<file path="src/rtl/simple_uart_pkg.sv">
// Shared UART types and helpers used by the transmitter (and later the receiver).
package simple_uart_pkg;

  typedef enum logic [1:0] {
    PARITY_NONE = 2'd0,
    PARITY_EVEN = 2'd1,
    PARITY_ODD  = 2'd2
  } parity_t;

  typedef enum logic [2:0] {
    ST_IDLE   = 3'd0,
    ST_READ   = 3'd1,
    ST_LOAD   = 3'd2,
    ST_START  = 3'd3,
    ST_DATA   = 3'd4,
    ST_PARITY = 3'd5,
    ST_STOP   = 3'd6
  } tx_state_t;

  // A zero or oversized request falls back to the full word width.
  function automatic int unsigned decode_data_bits(input int unsigned raw,
                                                   input int unsigned max_bits);
    if (raw == 0 || raw > max_bits) begin
      return max_bits;
    end
    return raw;
  endfunction

  function automatic parity_t decode_parity(input logic [1:0] raw);
    case (raw)
      2'b01:   return PARITY_EVEN;
      2'b10:   return PARITY_ODD;
      default: return PARITY_NONE;
    endcase
  endfunction

endpackage

</file>
<file path="src/rtl/uart_baud_counter.sv">
// Bit-period timer: counts 0..div-1 while enabled and pulses bit_done on the last clock.
module uart_baud_counter #(
  parameter int unsigned DIV_WIDTH = 16
) (
  input  logic                 clk,
  input  logic                 rst,
  input  logic [DIV_WIDTH-1:0] div,
  input  logic                 enable,
  output logic                 bit_done
);

  logic [DIV_WIDTH-1:0] count_reg;
  logic                 last_clk;

  // Widened compare keeps div==1 and the all-ones divisor well defined.
  assign last_clk = ({1'b0, count_reg} + {{DIV_WIDTH{1'b0}}, 1'b1}) >= {1'b0, div};
  assign bit_done = enable && last_clk;

  always_ff @(posedge clk or posedge rst) begin
    if (rst) begin
      count_reg <= '0;
    end else if (!enable || last_clk) begin
      count_reg <= '0;
    end else begin
      count_reg <= count_reg + 1'b1;
    end
  end

endmodule

</file>
<file path="src/rtl/configurable_transmitter.sv">
// UART transmit serialiser with runtime data length, parity, stop bits and divisor.
module configurable_transmitter
  import simple_uart_pkg::*;
#(
  parameter logic [31:0] CLOCK_FREQUENCY = 32'd100_000_000,
  parameter logic [31:0] BAUD_RATE       = 32'd115200,
  parameter int unsigned WORD_WIDTH      = 32'd8,
  parameter int unsigned DIV_WIDTH       = 32'd16
) (
  input  logic                            clk,
  input  logic                            rst,
  input  logic [WORD_WIDTH-1:0]           din,
  input  logic                            empty,
  output logic                            re,
  output logic                            dout,
  input  logic [$clog2(WORD_WIDTH+1)-1:0] cfg_data_bits,
  input  logic [1:0]                      cfg_parity,
  input  logic                            cfg_two_stop,
  input  logic [DIV_WIDTH-1:0]            cfg_divisor,
  output logic                            busy
);

  localparam int CW = $clog2(WORD_WIDTH + 1);
  localparam logic [31:0] DEFAULT_DIV_FULL = CLOCK_FREQUENCY / BAUD_RATE;
  localparam logic [DIV_WIDTH-1:0] DEFAULT_DIV = DEFAULT_DIV_FULL[DIV_WIDTH-1:0];

  tx_state_t             state_reg;
  logic [WORD_WIDTH-1:0] data_reg;
  logic [CW-1:0]         bit_idx_reg;
  logic [CW-1:0]         nbits_reg;
  logic                  par_en_reg;
  logic                  par_bit_reg;
  logic                  two_stop_reg;
  logic                  stop_idx_reg;
  logic [DIV_WIDTH-1:0]  div_reg;

  logic [CW-1:0]         nbits_eff;
  logic [WORD_WIDTH-1:0] din_masked;
  parity_t               parity_sel;
  logic                  baud_en;
  logic                  bit_done;

  assign nbits_eff  = CW'(decode_data_bits(32'(cfg_data_bits), WORD_WIDTH));
  assign parity_sel = decode_parity(cfg_parity);

  // Bits above the configured length are dropped before parity is formed.
  genvar gi;
  generate
    for (gi = 0; gi < WORD_WIDTH; gi++) begin : g_mask
      assign din_masked[gi] = din[gi] & (nbits_eff > CW'(gi));
    end
  endgenerate

  assign baud_en = (state_reg == ST_START) || (state_reg == ST_DATA) ||
                   (state_reg == ST_PARITY) || (state_reg == ST_STOP);

  uart_baud_counter #(
    .DIV_WIDTH (DIV_WIDTH)
  ) u_baud (
    .clk      (clk),
    .rst      (rst),
    .div      (div_reg),
    .enable   (baud_en),
    .bit_done (bit_done)
  );

  always_ff @(posedge clk or posedge rst) begin
    if (rst) begin
      state_reg    <= ST_IDLE;
      data_reg     <= '0;
      bit_idx_reg  <= '0;
      nbits_reg    <= '0;
      par_en_reg   <= 1'b0;
      par_bit_reg  <= 1'b0;
      two_stop_reg <= 1'b0;
      stop_idx_reg <= 1'b0;
      div_reg      <= '0;
    end else begin
      case (state_reg)
        ST_IDLE: begin
          if (!empty) begin
            state_reg <= ST_READ;
          end
        end
        ST_READ: begin
          state_reg <= ST_LOAD;
        end
        ST_LOAD: begin
          data_reg     <= din_masked;
          nbits_reg    <= nbits_eff;
          par_en_reg   <= (parity_sel != PARITY_NONE);
          par_bit_reg  <= (parity_sel == PARITY_ODD) ? ~^din_masked : ^din_masked;
          two_stop_reg <= cfg_two_stop;
          div_reg      <= (cfg_divisor == '0) ? DEFAULT_DIV : cfg_divisor;
          bit_idx_reg  <= '0;
          stop_idx_reg <= 1'b0;
          state_reg    <= ST_START;
        end
        ST_START: begin
          if (bit_done) begin
            state_reg <= ST_DATA;
          end
        end
        ST_DATA: begin
          if (bit_done) begin
            data_reg <= data_reg >> 1;
            if (bit_idx_reg == nbits_reg - CW'(1)) begin
              state_reg <= par_en_reg ? ST_PARITY : ST_STOP;
            end else begin
              bit_idx_reg <= bit_idx_reg + CW'(1);
            end
          end
        end
        ST_PARITY: begin
          if (bit_done) begin
            state_reg <= ST_STOP;
          end
        end
        ST_STOP: begin
          if (bit_done) begin
            if (two_stop_reg && !stop_idx_reg) begin
              stop_idx_reg <= 1'b1;
            end else begin
              state_reg <= ST_IDLE;
            end
          end
        end
        default: state_reg <= ST_IDLE;
      endcase
    end
  end

  always_comb begin
    dout = 1'b1;
    case (state_reg)
      ST_START:  dout = 1'b0;
      ST_DATA:   dout = data_reg[0];
      ST_PARITY: dout = par_bit_reg;
      default:   dout = 1'b1;
    endcase
  end

  assign re   = (state_reg == ST_READ);
  assign busy = (state_reg != ST_IDLE);

endmodule

</file>
<file path="config.mk">
export PLATFORM = sky130hd
export DESIGN_NAME = configurable_transmitter
export DESIGN_NICKNAME = d
export VERILOG_FILES = /design/src/rtl/simple_uart_pkg.sv /design/src/rtl/uart_baud_counter.sv /design/src/rtl/configurable_transmitter.sv
export SDC_FILE = /design/constraint.sdc
export NUM_CORES = 1
export LEC_CHECK = 0
export ABC_AREA = 0
export CORE_ASPECT_RATIO = 1.25
export CORE_UTILIZATION = 45
export CTS_CLUSTER_DIAMETER = 100
export DETAILED_ROUTE_END_ITERATION = 6
export GPL_ROUTABILITY_DRIVEN = 0
export PLACE_DENSITY = 0.63
export RECOVER_POWER = 50
export SLEW_MARGIN = 20
export SYNTH_ARGS = -nofsm -noshare
export SYNTH_HDL_FRONTEND = slang
export SYNTH_SLANG_ARGS = --single-unit
</file>
<file path="constraint.sdc">
create_clock -name clk -period 4.6 [get_ports clk]
set_input_delay 0.46 -clock clk [delete_from_list [all_inputs] [get_ports clk]]
set_output_delay 0.46 -clock clk [all_outputs]
set_load 0.02 [all_outputs]
</file>
==> impl_metrics.py, run 1 <==
metrics = {
    "route": {
        "post_drt_wl_per_cell_um": 14.0,
        "wl_mm": 6.53,
        "dr.pass1.iters": 4,
        "vias": 2455,
        "wl_met2_mm": 3.39,
        "drtIter0Drc": 92,
        "wl_met3_um": 128,
        "drc": 0,
        "met1Wirelength_mm": 2.91,
        "viasPerCell": 5.26,
        "highest_layer": "met4",
        "ant_nets": 0,
    },
    "timing": {
        "fin_worst_skew_ns": 0.00343,
        "post-route-period-util_pct": 84.8,
        "rsz0062_at_grt": "false",
        "fmax_mhz": 256,
        "whs_ns": 0.501,
        "final-hold-violation-count": 0,
        "slew_viol_final": 56,
        "layout_min_cycle_time_ns": 3.90,
        "setup_ws_ns": 0.698,
        "setup_viol": 0,
        "final.setup.tns_ns": 0,
        "tightestPinTransition_ns": 2.94,
        "relSlewSlack_pct": -96.2,
    },
    "finish": {
        "area_growth_pct": 16.0,
        "fin_cells": 467,
        "layout-drive-gt1-share_pct": 6.37,
        "n_antenna_cell": 0,
        "layout_commonest_cell": "dfrtp_1",
        "fin_area_sq_mm": 0.00372,
        "layout.nets": 430,
        "final_cell_mix": "55 x dfrtp_1, 49 x nand2_1, 35 x clkdlybuf4s50_1, 28 x o21ai_0",
        "fin_util_pct": 53.6,
    },
    "setup_path": {
        "r2r-end": "state_reg[1]",
        "cp-start-kind": "flop",
        "reg2reg_depth": 14,
        "crit_path_end_kind": "flop",
        "path_delay_family": "compound AO/OA/AOI/OAI gates",
        "critical_path_arrival_ns": 4.13,
        "critPathKind": "reg2reg",
        "crit_chain": "and3_1 > and3_1 > and2_1 > nand4_1 > nor2_1 > xor2_1 > ha_1 > a21o_1 > a211oi_1 > o21bai_1 > a2111oi_4 > buf_4 > mux2_2 > a22oi_1",
        "path_max_fanout": 15,
        "slowest_stage": "a2111oi_4",
        "critPathMostFrequentCell": "and3_1",
        "rrSetupSlack_ns": 0.70,
        "r2r-start": "u_baud.count_reg[2]",
        "path_buf_inv": 1,
        "crit_path_max_incr_delay_ns": 0.75,
        "critPathRequiredTime_ns": 4.83,
    },
    "worst_hold_path": {
        "min-delay-start": "div_reg[0]",
        "hold_end": "div_reg[0]",
        "hold_class": "reg2reg",
        "hold_depth": 2,
    },
    "clock_network": {
        "cts.clk_slew.worst_paths_ns": 0.10,
        "cts_hold_buf": 0,
        "clock_sinks": 55,
        "tritoncts": "built",
        "cts_htree_levels": 2,
        "cts_buffers": 5,
        "cts_setup_buffers": 0,
        "post_cts_resized": 0,
        "clockBufferDepth": 2,
        "cts.root.buffer_cell": "clkbuf_8",
        "insertion_delay_ns": 0.31,
    },
    "placement": {
        "place_hpwl_mm": 4.94,
        "postPlaceCellArea_sq_mm": 0.00364,
        "dp_cells": 459,
        "dp_slack_ns": 0.692,
        "io_buffers": 36,
    },
    "power": {
        "power_mw": 1.27,
        "p_per_area_mw_per_mm2": 341,
        "p_leak_nw": 1.70,
        "irDropWorstVdd_uv": 156,
    },
    "logic_synthesis": {
        "ys_seq_elements": 55,
        "yosys_warnings": 0,
        "ys.flop_type": "dfrtp_1",
        "yosys-top-cells-area": "dfrtp_1 43%, ha_1 7.8%, nand2_1 5.7%, xnor2_1 5.7%, o21ai_0 4.4%",
        "yosys.area.top_type": "dfrtp_1",
        "synth-edff-count": 0,
        "yosysSeqAreaShare_pct": 43.0,
        "syn_inst": 344,
        "netlist.area_leader.share_pct": 43.0,
        "async_flop_share_pct": 100,
        "synth_nets": 398,
        "syn-cell-area_sq_mm": 0.00320,
        "yosysUniqueCellTypes": 47,
        "avgSynthCellArea_sq_um": 9.31,
    },
    "die": {
        "dieWidth_um": 77.5,
        "io_pins": 37,
        "chipHeight_um": 96.3,
        "die_area_sq_mm": 0.00746,
        "rows": 34,
        "initial_core_util_pct": 46.2,
        "core_area_sq_mm": 0.00693,
    },
    "grt": {
        "grtUsageTotal_pct": 19.4,
        "grt_start_max_net_pins": 56,
        "grt_pass1_wl_mm": 11.4,
        "overflow": 0,
        "grt_antenna_before_repair": 0,
        "grt_pass1_vias": 2439,
    },
    "outcome": {
        "outcome": "finished with violations",
        "violations": "max-capacitance violations, max-slew violations",
    },
    "job": {
        "maxCapViolCount": 1,
    },
}
cell usage after synthesis, types with 2 or more instances:
library cell and n:
dfrtp_1 55, nand2_1 49, o21ai_0 28, inv_1 22
xnor2_1 21, ha_1 20, nor2_1 20, and3_1 19
clkbuf_1 11, xor2_1 9, a21oi_1 7, nand3_1 7
o221a_2 7, nor2b_1 6, nor4_1 6, nand4_1 5
nor3_1 5, mux2i_1 4, nand3b_1 4, or3_1 4
o21a_1 3, a211oi_1 2, a21o_1 2, and2_1 2
mux2_2 2, nor3b_1 2, o21ai_1 2
power by group:
group | internal, mW | leakage (nW) | switching [mW]
registers | 0.564 | 0.677 | 0.0522
logic | 0.195 | 0.977 | 0.192
clock network | 0.107 | 0.0412 | 0.158
routing by layer:
layer,up-vias,GRT usage (%)
li1,1255,-
met1,1165,23.1
met2,27,36.3
met3,8,2.56
met4,0,5.66
met5,-,0
worst max path at each step:
stage                         to  slack, ns  depth (start not counted)                 from
CTS                 state_reg[1]       0.67                         14  u_baud.count_reg[2]
detailed placement  state_reg[1]       0.69                         14  u_baud.count_reg[2]
global route        state_reg[1]       0.26                         14  u_baud.count_reg[2]
global placement    state_reg[1]       0.81                         14  u_baud.count_reg[2]
finish              state_reg[1]       0.70                         14  u_baud.count_reg[2]
floorplan            data_reg[1]       1.39                         13  u_baud.count_reg[2]
cell families (layout without fill, tap and decap cells):
family / Yosys count / in the layout / synth area share (%)
mux: 6 / 6 / 1.95
fa+ha+maj: 20 / 20 / 7.81
flops: 55 / 55 / 43.0
compound gates: 65 / 65 / 14.2
xor+xnor: 30 / 30 / 8.20
buf+inv: 36 / 69 / 4.61
simple gates: 132 / 132 / 20.3
worst min-delay path: stages, from the launching register on:
cell and delay (ns):
dfrtp_1 0.37, nand2_1 0.05, nand2_1 0.06
cell type report:
type | instances | area, sq um
clock inverter | 2 | 12.5
tap | 90 | 113
fill | 666 | 3220
multi-input combinational | 253 | 1680
timing repair buffer | 39 | 379
clock buffer | 6 | 72.6
inverter | 22 | 82.6
sequential | 55 | 1380
No activity file was read; power rests on OpenSTA's default activity.
==> inputs of run 2 (changes only) <==
- PLACE_DENSITY: 0.63 -> 0.66
- clock period: 4.6 -> 3.5 ns (I/O delays scaled with it)
==> run 2 against run 1 <==
Routed wire length is 3.6% higher. Clock power is 45% higher. Setup slack worse by 0.53 ns. Maximum frequency is 17% higher. Clock skew is 0.0095 ns higher. Largest cell class unchanged. Non-clock buffer count is 9 higher. Combinational power is 53% higher. Sequential share of layout area is 1.5 points lower. The flow now finishes without violations. Die area stayed put. Highest routed layer unchanged. Total power is 41% higher. Core utilization is 2.3 points higher. Global-route usage is 0.47 points higher.
==> impl_metrics.py, run 2 (same netlist as run 1, synthesis figures left out) <==
metrics = {
    "outcome": {
        "outcome": "finished, final reports clean",
    },
    "power": {
        "internal_power_mw": 1.22,
        "switchingPower_mw": 0.564,
        "p_clk_share_pct": 21.5,
        "power_frac_seq_pct": 45.3,
        "p_leak_nw": 1.76,
        "combPwrFrac_pct": 33.2,
        "irDropWorstVdd_uv": 294,
        "power.share.switching_pct": 31.5,
        "power_mw": 1.79,
        "p_per_area_mw_per_mm2": 461,
    },
    "finish": {
        "area_growth_pct": 20.9,
        "n_antenna_cell": 0,
        "layout.nets": 439,
        "layout-drive-gt1-share_pct": 11.1,
        "fin_area_sq_mm": 0.00387,
        "layout_commonest_cell": "dfrtp_1",
        "final_cell_mix": "55 x dfrtp_1, 49 x nand2_1, 35 x clkdlybuf4s50_1, 28 x o21ai_0, 22 x inv_1",
    },
    "setup_path": {
        "critical_path_arrival_ns": 3.56,
        "path_buf_inv": 2,
        "r2r-start": "u_baud.count_reg[2]",
        "cp-start-kind": "flop",
        "crit_path_max_incr_delay_ns": 0.43,
        "slowest_stage": "a2111oi_4",
        "crit_path_end_kind": "flop",
        "crit_chain": "and3_4 > and3_4 > and2_4 > nand4_1 > buf_4 > xnor2_1 > ha_1 > a21o_1 > a21o_1 > a211oi_2 > o21bai_1 > a2111oi_4 > clkbuf_16 > mux2_2 > a22oi_2",
        "path_delay_family": "compound AO/OA/AOI/OAI gates",
        "critPathKind": "reg2reg",
        "path_max_fanout": 7,
        "startpoint": "u_baud.count_reg[2]",
        "critPathRequiredTime_ns": 3.73,
    },
    "grt": {
        "use_met1_pct": 23.8,
        "grt_pass1_wl_mm": 11.5,
        "grt_pass1_vias": 2502,
        "grt_start_max_net_pins": 38,
        "grt.met2_usage_pct": 37.3,
        "grtUsageTotal_pct": 19.8,
        "overflow": 0,
        "busiest_layer": "met2",
        "grtUsageMet3_pct": 2.56,
        "grt_antenna_before_repair": 0,
    },
    "job": {
        "maxCapViolCount": 0,
    },
    "timing": {
        "relSlewSlack_pct": 9.00,
        "fmax_mhz": 300,
        "tightestPinTransition_ns": 1.36,
        "setup_viol": 0,
        "slew_viol_final": 0,
        "final-hold-violation-count": 0,
        "whs_ns": 0.509,
        "fin_worst_skew_ns": 0.0130,
        "layout_min_cycle_time_ns": 3.33,
        "post-route-period-util_pct": 95.2,
        "final.setup.tns_ns": 0,
    },
    "route": {
        "ant_nets": 0,
        "post_drt_wl_per_cell_um": 14.2,
        "drc": 0,
        "dr.pass1.iters": 4,
        "viasPerCell": 5.36,
        "vias": 2550,
        "wl_mm": 6.76,
        "drtIter0Drc": 156,
    },
    "clock_network": {
        "clockBufferDepth": 2,
        "tritoncts": "built",
        "clock_sinks": 55,
        "cts_hold_buf": 0,
        "cts_htree_levels": 2,
        "insertion_delay_ns": 0.31,
        "cts.root.buffer_cell": "clkbuf_8",
        "cts.clk_slew.worst_paths_ns": 0.09,
        "cts_buffers": 5,
    },
    "placement": {
        "io_buffers": 36,
        "place_hpwl_mm": 5.14,
        "postPlaceCellArea_sq_mm": 0.00367,
    },
    "die": {
        "die_area_sq_mm": 0.00746,
        "rows": 34,
        "initial_core_util_pct": 46.2,
        "chipHeight_um": 96.3,
        "core_area_sq_mm": 0.00693,
        "dieWidth_um": 77.5,
        "io_pins": 37,
    },
    "worst_hold_path": {
        "min-delay-start": "nbits_reg[3]",
        "hold_class": "reg2reg",
    },
}
-- run 2: power groups by stage --
stage	logic [mW]	clock network, mW	registers [mW]
floorplan	0.381	0	0.804
global placement	0.506	0	0.819
detailed placement	0.529	0	0.821
CTS	0.536	0.397	0.809
global route	0.677	0.418	0.823
finish	0.594	0.384	0.809
-- run 2: what timing repair did --
item	CTS	global route
pin swaps	1	8
gates resized for setup	1	9
hold endpoints to repair	0	0
endpoints found under the setup margin	8	28
setup buffers	0	7
-- run 2: path summary, 6_finish.rpt --
path	to	slack (ns)	cells past startpoint
setup / recovery	state_reg[1]	0.17	15
hold / removal	nbits_reg[3]	0.51	2
setup reg to reg	state_reg[1]	0.17	15
hold reg to reg	nbits_reg[3]	0.51	2
max in group asynchronous	u_baud.count_reg[7]	0.91	3
min in group asynchronous	div_reg[1]	0.76	2
-- run 2: worst reg2reg max path, cell delays in order (launching register included) --
cell,delay (ns)
dfrtp_1,0.39
and3_4,0.20
and3_4,0.19
and2_4,0.14
nand4_1,0.11
buf_4,0.17
xnor2_1,0.13
ha_1,0.18
a21o_1,0.17
a21o_1,0.18
a211oi_2,0.17
o21bai_1,0.13
a2111oi_4,0.43
clkbuf_16,0.22
mux2_2,0.33
a22oi_2,0.11
-- run 2: stage by stage --
stage	worst slack (ns)	instances	util [%]
6_report	0.168	476	55.9
3_3_place_gp	0.0598	461	52.9
2_1_floorplan	0.294	344	-
5_1_grt	-0.0332	476	55.9
4_1_cts	0.0340	469	54.5
3_5_place_dp	-0.0830	461	52.9
-- run 2: cell type report --
type | instances | area [sq um]
clock buffer | 7 | 96.3
clock inverter | 1 | 7.51
fill | 634 | 3060
inverter | 22 | 82.6
multi-input combinational | 253 | 1740
sequential | 55 | 1380
tap | 90 | 113
timing repair buffer | 48 | 462
-- run 2: layer usage --
metal,vias to the layer above,wire (um)
met5,-,0
met4,0,83
met3,6,138
met2,39,3600
met1,1233,2940
li1,1272,-
==> inputs of run 3 (changes only) <==
- RECOVER_POWER: 50 -> 25
==> run 3 against run 2 <==
Core utilization is 0.054 points higher. Final cell count stayed put. First-iteration DRC count is 0.64% higher. Die area stayed put. Critical path depth stayed put. Largest power group unchanged.
==> impl_metrics.py, run 3 (same netlist as run 1, synthesis figures left out) <==
metrics = {
    "timing": {
        "setup_viol": 0,
        "setup_ws_ns": 0.166,
        "layout_min_cycle_time_ns": 3.33,
        "tightestPinTransition_ns": 1.14,
        "fmax_mhz": 300,
        "slew_viol_final": 0,
        "whs_ns": 0.509,
        "final-hold-violation-count": 0,
        "fin_worst_skew_ns": 0.0136,
        "post-route-period-util_pct": 95.3,
        "relSlewSlack_pct": 24.0,
    },
    "clock_network": {
        "cts.root.buffer_cell": "clkbuf_8",
        "clockBufferDepth": 2,
        "tritoncts": "built",
        "cts_buffers": 5,
        "cts_hold_buf": 0,
        "cts.clk_slew.worst_paths_ns": 0.10,
        "clock_sinks": 55,
        "insertion_delay_ns": 0.31,
        "cts_htree_levels": 2,
    },
    "finish": {
        "layout-drive-gt1-share_pct": 11.4,
        "num-fill-cells": 635,
        "layout_commonest_cell": "dfrtp_1",
        "layout.nets": 439,
        "fin_util_pct": 55.9,
        "final_cell_mix": "55 x dfrtp_1, 49 x nand2_1, 35 x clkdlybuf4s50_1, 28 x o21ai_0, 22 x inv_1",
        "n_antenna_cell": 0,
        "area_growth_pct": 21.0,
        "fin_area_sq_mm": 0.00388,
        "fin_cells": 476,
    },
    "setup_path": {
        "path_delay_family": "compound AO/OA/AOI/OAI gates",
        "cp-start-kind": "flop",
        "startpoint": "u_baud.count_reg[2]",
        "critPathRequiredTime_ns": 3.73,
        "crit_path_end_kind": "flop",
        "path_max_fanout": 7,
        "crit_chain": "and3_4 > and3_4 > and2_4 > nand4_1 > buf_4 > xnor2_1 > ha_1 > a21o_1 > a21o_1 > a211oi_2 > o21bai_1 > a2111oi_4 > clkbuf_16 > mux2_2 > a22oi_2",
        "r2r-end": "state_reg[1]",
        "critPathKind": "reg2reg",
        "critical_path_arrival_ns": 3.57,
        "r2r-start": "u_baud.count_reg[2]",
        "slowest_stage": "a2111oi_4",
        "reg2reg_depth": 15,
        "rrSetupSlack_ns": 0.17,
        "crit_path_max_incr_delay_ns": 0.43,
        "path_buf_inv": 2,
    },
    "grt": {
        "grt_start_max_net_pins": 38,
        "grt_pass1_vias": 2502,
        "grt_antenna_before_repair": 0,
        "grtUsageTotal_pct": 19.8,
        "grt_pass1_wl_mm": 11.5,
        "overflow": 0,
    },
    "route": {
        "vias": 2549,
        "wl_mm": 6.77,
        "wl_met2_mm": 3.60,
        "drc": 0,
        "met1Wirelength_mm": 2.95,
        "drtIter0Drc": 157,
        "highest_layer": "met4",
        "post_drt_wl_per_cell_um": 14.2,
        "wl_met3_um": 137,
        "viasPerCell": 5.36,
        "dr.pass1.iters": 4,
        "ant_nets": 0,
    },
    "power": {
        "p_leak_nw": 1.77,
        "irDropWorstVdd_uv": 295,
        "p_per_area_mw_per_mm2": 461,
    },
    "worst_hold_path": {
        "min-delay-start": "nbits_reg[3]",
        "hold_depth": 2,
        "hold_class": "reg2reg",
        "hold_end": "nbits_reg[3]",
    },
    "outcome": {
        "outcome": "finished, final reports clean",
    },
    "die": {
        "die_area_sq_mm": 0.00746,
        "dieWidth_um": 77.5,
        "initial_core_util_pct": 46.2,
        "rows": 34,
        "io_pins": 37,
        "core_area_sq_mm": 0.00693,
        "chipHeight_um": 96.3,
    },
    "placement": {
        "dp_cells": 461,
        "dp_slack_ns": -0.0830,
        "io_buffers": 36,
        "place_hpwl_mm": 5.14,
        "postPlaceCellArea_sq_mm": 0.00367,
    },
    "job": {
        "maxCapViolCount": 0,
    },
}
run 3: cell types whose count changed in the layout (fill, tap and decap cells not counted):
| cell | change |
|---|---|
| clkbuf_1 | -1 |
| buf_4 | +1 |
run 3: power breakdown:
| part | switching (mW) | total (mW) | leakage, nW | internal, mW |
|---|---|---|---|---|
| Combinational | 0.293 | 0.595 | 1.04 | 0.302 |
| Sequential | 0.0673 | 0.809 | 0.677 | 0.742 |
| Clock | 0.205 | 0.385 | 0.0505 | 0.180 |
run 3: final cells by class:
| type | count | area, sq um | share of cell area, % |
|---|---|---|---|
| timing repair buffer | 48 | 465 | 12.0 |
| clock inverter | 1 | 7.51 | 0.194 |
| multi-input combinational | 253 | 1740 | 44.8 |
| inverter | 22 | 82.6 | 2.13 |
| clock buffer | 7 | 96.3 | 2.48 |
| sequential | 55 | 1380 | 35.5 |
| tap | 90 | 113 | 2.90 |
run 3: how the worst max path moves through the flow:
stage                    to  slack (ns)  cells past startpoint
6_report       state_reg[1]        0.17                     15
5_1_grt         data_reg[6]       -0.03                     14
4_1_cts        state_reg[1]        0.03                     14
3_5_place_dp    data_reg[1]       -0.08                     13
3_3_place_gp   state_reg[1]        0.06                     14
2_1_floorplan   data_reg[1]        0.29                     13
run 3: tightest hold or removal path: cells and delay by family, from the launching register on:
family / cells / cell delay, ns
DFF: 1 / 0.37
and+or+nand+nor: 2 / 0.11
run 3: per-stage QoR:
step	power, mW	TNS (ns)
2_1_floorplan	1.18	0
5_1_grt	1.92	-0.246
6_report	1.79	0
3_5_place_dp	1.35	-0.519
4_1_cts	1.74	0
3_3_place_gp	1.32	0
run 3: per-layer routing:
| metal | vias to the layer above | track usage, % |
|---|---|---|
| met1 | 1232 | 23.8 |
| met4 | 0 | 5.19 |
| met5 | - | 0 |
| met3 | 6 | 2.56 |
| li1 | 1272 | - |
| met2 | 39 | 37.3 |
run 3: what timing repair did:
| action | 4_1_cts | 5_1_grt |
|---|---|---|
| gates resized for setup | 1 | 9 |
| setup endpoints to repair | 8 | 28 |
| setup buffers | 0 | 7 |
| pin swaps | 1 | 8 |
| cloned | 0 | 0 |
